**src/rtl/mdu.sv**
```systemverilog
// mdu: multi-cycle radix-2 multiply/divide unit holding the HI/LO pair (ports: clk, rst active-low sync, start/op/src_a/src_b launch, hi_wen/lo_wen/wdata mthi/mtlo, busy/done status, hi/lo results)
module mdu #(
  parameter int WIDTH = 32,
  parameter int CNT_W = 6
) (
  input  logic             clk,
  input  logic             rst,
  input  logic             start,
  input  logic [1:0]       op,
  input  logic [WIDTH-1:0] src_a,
  input  logic [WIDTH-1:0] src_b,
  input  logic             hi_wen,
  input  logic             lo_wen,
  input  logic [WIDTH-1:0] wdata,
  output logic             busy,
  output logic             done,
  output logic [WIDTH-1:0] hi,
  output logic [WIDTH-1:0] lo
);
  typedef enum logic [1:0] {IDLE, CALC, FIX} state_t;
  state_t             state;
  logic [CNT_W-1:0]   cnt;
  logic [1:0]         op_r;
  logic [WIDTH-1:0]   a_mag, b_mag, a_raw, a_in, b_in, q_fix, r_fix;
  logic               neg_q, neg_r, sa, sb;
  logic [2*WIDTH-1:0] acc, acc_nxt, prod;
  logic [WIDTH:0]     m_sum;
  logic [2*WIDTH:0]   d_sh;
  logic [WIDTH+1:0]   d_diff;
  always_comb begin
    sa      = !op[0] & src_a[WIDTH-1];
    sb      = !op[0] & src_b[WIDTH-1];
    a_in    = sa ? -src_a : src_a;
    b_in    = sb ? -src_b : src_b;
    // multiply: add multiplicand into the upper half when the low bit is set, then shift right
    m_sum   = {1'b0, acc[2*WIDTH-1:WIDTH]} + (acc[0] ? {1'b0, a_mag} : '0);
    // divide: shift {rem,quot} left and keep the trial subtract when it stays non-negative
    d_sh    = {acc, 1'b0};
    d_diff  = {1'b0, d_sh[2*WIDTH:WIDTH]} - {2'b0, b_mag};
    acc_nxt = op_r[1] ? (d_diff[WIDTH+1] ? d_sh[2*WIDTH-1:0]
                                         : {d_diff[WIDTH-1:0], d_sh[WIDTH-1:1], 1'b1})
                      : {m_sum, acc[WIDTH-1:1]};
    prod    = neg_q ? -acc : acc;
    q_fix   = neg_q ? -acc[WIDTH-1:0] : acc[WIDTH-1:0];
    r_fix   = neg_r ? -acc[2*WIDTH-1:WIDTH] : acc[2*WIDTH-1:WIDTH];
  end
  always_ff @(posedge clk) begin
    if (!rst) begin
      state <= IDLE;
      busy  <= 1'b0;
      done  <= 1'b0;
      hi    <= '0;
      lo    <= '0;
      cnt   <= '0;
    end else begin
      done <= 1'b0;
      case (state)
        IDLE: begin
          if (start) begin
            op_r  <= op;
            a_raw <= src_a;
            a_mag <= a_in;
            b_mag <= b_in;
            neg_q <= sa ^ sb;
            neg_r <= sa;
            acc   <= op[1] ? {{WIDTH{1'b0}}, a_in} : {{WIDTH{1'b0}}, b_in};
            cnt   <= '0;
            busy  <= 1'b1;
            state <= CALC;
          end else begin
            if (hi_wen) hi <= wdata;
            if (lo_wen) lo <= wdata;
          end
        end
        CALC: begin
          acc <= acc_nxt;
          cnt <= cnt + 1'b1;
          if (cnt == CNT_W'(WIDTH - 1)) begin
            cnt   <= '0;
            state <= FIX;
          end
        end
        FIX: begin
          if (op_r[1]) begin
            // divide by zero returns all-ones quotient and the raw dividend
            hi <= (b_mag == '0) ? a_raw : r_fix;
            lo <= (b_mag == '0) ? '1 : q_fix;
          end else begin
            {hi, lo} <= prod;
          end
          done  <= 1'b1;
          busy  <= 1'b0;
          state <= IDLE;
        end
        default: state <= IDLE;
      endcase
    end
  end
endmodule

```
**config.mk**
```make
export PLATFORM = sky130hd
export DESIGN_NAME = mdu
export DESIGN_NICKNAME = d
export VERILOG_FILES = /design/src/rtl/mdu.sv
export SDC_FILE = /design/constraint.sdc
export NUM_CORES = 1
export LEC_CHECK = 0
export ABC_CLOCK_PERIOD_IN_PS = 5500
export CORE_MARGIN = 2
export CORE_UTILIZATION = 64
export DETAILED_ROUTE_END_ITERATION = 7
export PLACE_DENSITY = 0.88
export SYNTH_ARGS = -nofsm -noshare
export SYNTH_HDL_FRONTEND = slang
export SYNTH_SLANG_ARGS = --single-unit
```
**constraint.sdc**
```tcl
create_clock -name clk -period 5.5 [get_ports clk]
set_clock_uncertainty 0.1 [all_clocks]
set_input_delay 0.55 -clock clk [delete_from_list [all_inputs] [get_ports clk]]
set_output_delay 0.55 -clock clk [all_outputs]
set_load 0.03 [all_outputs]
```
# Word level (Yosys, flattened, before mapping)
# Index checks and enable logic that the tools add are counted.
dict set report word_totals {
  word_cells 74
  out_inout_bits 66
  input_bits 103
  regBits 238
}
dict set report classes {
  add_sub_neg 8
  n_reduce_logical 12
  n_mux 30
  eq_ne 8
  bitwise 3
}
# operator n
set op_table {}
lappend op_table {{32-bit two-way mux} 14}
lappend op_table {{64-bit two-way mux} 4}
lappend op_table {{32-bit negation} 4}
lappend op_table {{32-bit case mux with 2 select lines} 2}
lappend op_table {{64-bit case mux with 2 select lines} 1}
lappend op_table {{64-bit negation} 1}
lappend op_table {{33-bit by 32-bit subtractor with 34-bit output} 1}
lappend op_table {{32-bit by 32-bit adder with 33-bit output} 1}
lappend op_table {{32-bit zero test} 1}
lappend op_table {{6-bit two-way mux} 2}
lappend op_table {{6-bit case mux with 2 select lines} 1}
lappend op_table {{3-bit AND reduction} 4}
lappend op_table {{2-bit inequality test, second input constant} 5}
lappend op_table {{6-bit by 1-bit adder with 6-bit output, second input constant} 1}
lappend op_table {{6-bit by 5-bit equality test with 1-bit output, second input constant} 1}
lappend op_table {{2-bit AND reduction} 3}
lappend op_table {{2-bit two-way mux} 2}
lappend op_table {{2-bit case mux with 2 select lines} 1}
lappend op_table {{2-bit nonzero test} 2}
lappend op_table {{1-bit AND} 2}
lappend op_table {{2-bit by 1-bit equality test with 1-bit output, second input constant} 1}
lappend op_table {{2-bit equality test, second input constant} 1}
lappend op_table {{2-bit zero test} 1}
lappend op_table {{1-bit two-way mux} 2}
lappend op_table {{3 further kinds} 3}

# Longest topological paths before layout
dict set report depth {
  word_depth 6
  depth_mapped 13
  mapped_depth_nobuf 12
}

# Worst setup path after synthesis
# OpenSTA, ideal clock, no wires.
dict set report synth_timing {
  kind {register to register}
  from {register acc[0]}
  to {register acc[63] (data pin)}
  path_stages_with_launch 14
  t_arrival_ns 3.057
  setup_time_ns 0.266
  period_less_slack_ns 3.423
  required_ns 5.134
  path_buffers 2
  slack_ns 2.077
  path_cell_list {edfxtp_1 -> clkbuf_1 -> clkbuf_1 -> and2_1 -> ha_1 -> fa_1 -> a21o_1 -> a311o_1 -> a31oi_1 -> a211oi_1 -> o32ai_1 -> o21ai_0 -> a222oi_1 -> nor2_1}
}
dict set report synth_via {
  elab_chain_len 4
}
# element line
set synth_lines {}
lappend synth_lines {{start: declaration} 26} ;# logic [2*WIDTH-1:0] acc, acc_nxt, prod;
lappend synth_lines {{start signal: assignment} 66} ;# acc <= op[1] ? {{WIDTH{1'b0}}, a_in} : {{WIDTH{1'b0}}, b_in};
lappend synth_lines {{start signal: assignment} 76} ;# acc <= acc_nxt;
lappend synth_lines {{32-bit two-way mux} 36} ;# m_sum = {1'b0, acc[2*WIDTH-1:WIDTH]} + (acc[0] ? {1'b0, a_mag} : '0);
lappend synth_lines {{32-bit by 32-bit adder with 33-bit output} 36}
lappend synth_lines {{64-bit two-way mux} 40} ;# acc_nxt = op_r[1] ? (d_diff[WIDTH+1] ? d_sh[2*WIDTH-1:0]
lappend synth_lines {{64-bit case mux with 2 select lines} 57} ;# case (state)
# Every way passes these cells.
# A chain may end at the register's enable or synchronous reset.

# Worst setup path in the final report
# Ends and elaborated chain as after synthesis.

==> metrics.md <==
| Metric | Value |
|---|---|
| Site row count | 60 |
| Antenna violations before repair | 1 |
| DR vias | 17600 |
| Power Density | 273.8 mW/mm^2 |
| Routed Antenna Nets | 0 |
| Max incr delay on CP | 820 ps |
| Worst setup path end | acc[63] |
| Ys Warns | 0 |
| Critical path's slowest cell | edfxtp_1 |
| RR Startpoint | acc[0] |
| Ys async rst share | 0 |
| Hold WS | 263.9 ps |
| CP cell instances | and2_1, ha_1, fa_1, a21o_1, a311o_1, a31oi_1, a211oi_1, o32ai_1, o21ai_0, a222oi_1, nor2_1 |
| Slew headroom | 0.2579 |
| Synth cell types | 91 |
| Final Max Tran Viols | 0 |
| Yosys top cell area share | 0.2776 |
| Number of global-route vias before repair | 16060 |
| Max Freq | 0.2415 GHz |
| Tmin final | roughly 4100 ps |
| Vias per cell | 7.095 |
| CTS tree | built |
| Sink Count | 236 |
| Power Total | 5.514 mW |
| Least-Margin Pin Slew | around 1100 ps |
| Total GRT Usage | 0.4241 |
| Clock transition at path regs | 60 ps |
| IO Port Bufs | about 170 |
| Die Y | 169.5 um |
| Most numerous cell in the Yosys netlist | nand2_1 |
| Clock Latency Late Sink | 540 ps |
| Die Span X | 169.5 um |
| Syn_nets | 2196 |
| Cell count after placement | between 2000 and 2500 |
| FF-to-FF setup slack | 1360 ps |
| Core ar. | approximately 0.027 mm^2 |
| Num CTS Buffers | 25 |
| # nets final | 2296 |
| RSZ-0062 raised after global routing | no |
| Drt initial violations | between 3000 and 4000 |
| Initial DRT Pass Iterations | 7 |
| Leak | 7.583 nW |
| Status | complete, no violations |
| Max VDD drop | between 0.0002 and 0.0003 V |
| Synth Instances | 2022 |
| Synthesized area per cell | 8.667 um^2 |
| Post-Layout Cell Count | around 2500 |
| Post-route setup TNS | 0 ps |
| Most common flop cell mapped by yosys | edfxtp_1 |
| CP Capture Type | flop |
| Largest net degree at the start of global routing | 78 |
| Final setup fails | 0 |
| Worst-path fanout max | 36 |
| Share of post-route cells with drive strength above 1 | 0.05704 |
| Worst EP arrival | between 4000 and 5000 ps |
| Die ar. | 0.02872 mm^2 |
| Maxcap violations | 0 |
| Critical path type | reg -> reg |
| Drt drc | 0 |
| Area leader, netlist | edfxtp_1 |
| P&R area growth vs syn | 14.92% |
| Starting Density | 0.6503 |
| Sequential fraction of the synthesis area | 0.3621 |
| Post-DR wirelength/cell | 25.22 um |
| Hold Path Class | in -> reg |
| Fin crit share | 0.7529 |
| Worst EP required | 5680 ps |
| First-pass GRT wire length | 93710 um |
| Number of synthesized flops with an enable pin | 162 |
| Cell Area, Synth | 0.01753 mm^2 |
| Post-synthesis register bit count | 236 |
| Hold Vio Cnt, Final | 0 |
| I/O pin cnt | 169 |
| Critical Path Start | acc[0] |
| Reg2reg path depth | 11 |
| Post-cts resize count | 0 |
| CTS root buffer | clkbuf_16 |
| Worst-case clock buffer depth | 3 |
| H-tree depth | 1 |
| Critical path startpoint category | flop |
| Setup Buffers After CTS | 0 |
| Top cells by count, synth | nand2_1 (173), a21oi_1 (172), nor2_1 (171) |
| Global route overflow | 0 |
| Hpwl dp | roughly 47000 um |
| Hold_buf cts | 0 |
| Final GP Congestion | approximately 1 |
| Synth area leaders | edfxtp_1 (28%), dfxtp_1 (8.5%), ha_1 (4.9%) |
| Crit Reg-Reg Endpoint | acc[63] |
| WL final | approximately 63000 um |
## where the power goes
part           total [mW]  switching (mW)  internal [mW]
Clock                1.66           0.719          0.944
Combinational        1.59           0.965          0.621
Sequential           2.26           0.199           2.07
## layout make-up
cell class	instances	area [um^2]
inverters	71	267.8
multi-input cells	1600	10490
flip-flops and latches	236	6346
diodes	1	2.502
clock buffers	41	764.5
clock inverters	3	15.01
repair buffers	188	1827
fillers	1976	6810
well taps	341	426.7
## placed cells by master, fill, tap and decap left out, drive strengths merged, types with 39 or more instances in the layout
cell           Yosys  layout
a21oi            173     173
inv               70      69
and2              39      39
ha                69      69
mux2i             41      41
edfxtp           162     162
xnor2             85      85
clkdlybuf4s50      0     167
dfxtp             74      74
xor2              77      77
nor2             173     173
nand2            174     174
clkbuf            97      41
o21ai            175     175
nor3              42      42
## cell families after synthesis
family	Yosys count	synth area share
flops	236	0.3621
compound gates	657	0.2424
buf+inv	186	0.04069
xor+xnor	162	0.08096
mux	56	0.03305
simple gates	654	0.1893
fa+ha+maj	71	0.05155
## worst max-delay path, delay by kind of cell, from the launching register on
family,cells,cell delay (ps)
AND/OR/NAND/NOR,2,390
adder cells (fa/ha/maj),2,640
flip-flops,1,820
AO/OA/AOI/OAI,7,1930
## worst min path at each step
stage          startpoint       end  slack [ps]  depth (start not counted)
3_3_place_gp       lo[12]    lo[12]         350                          2
2_1_floorplan      cnt[3]    cnt[3]         360                          2
6_report              rst  state[1]         260                          3
4_1_cts               rst  state[1]         250                          3
3_5_place_dp       lo[13]    lo[13]         360                          2
5_1_grt               rst  state[1]         280                          3
## per-layer routing
metal | track usage | part of all wire | up-vias
li1 | - | - | 7731
met1 | 0.5859 | 0.38 | 8327
met2 | 0.6571 | 0.44 | 1319
met3 | 0.08629 | 0.13 | 226
met4 | 0.1665 | 0.048 | 0
met5 | 0 | 0 | -
## metrics by stage
step | cell area, um^2 | worst slack (ps) | utilization
after CTS | 20140 | 1361 | 0.7472
final | 20140 | 1359 | 0.7473
after global routing | 20140 | 1056 | 0.7472
after global placement | 19360 | 1469 | 0.7183
after detailed placement | 19360 | 1409 | 0.7183
after floorplan | 17530 | 2077 | -
## registers in the layout, summed over array words and instances (netlist names), 2 cells and up
register	flops
b_mag	32
cnt	6
lo	32
acc	64
a_raw	31
state	2
a_mag	32
hi	32
(Power assumes the default switching activity.)
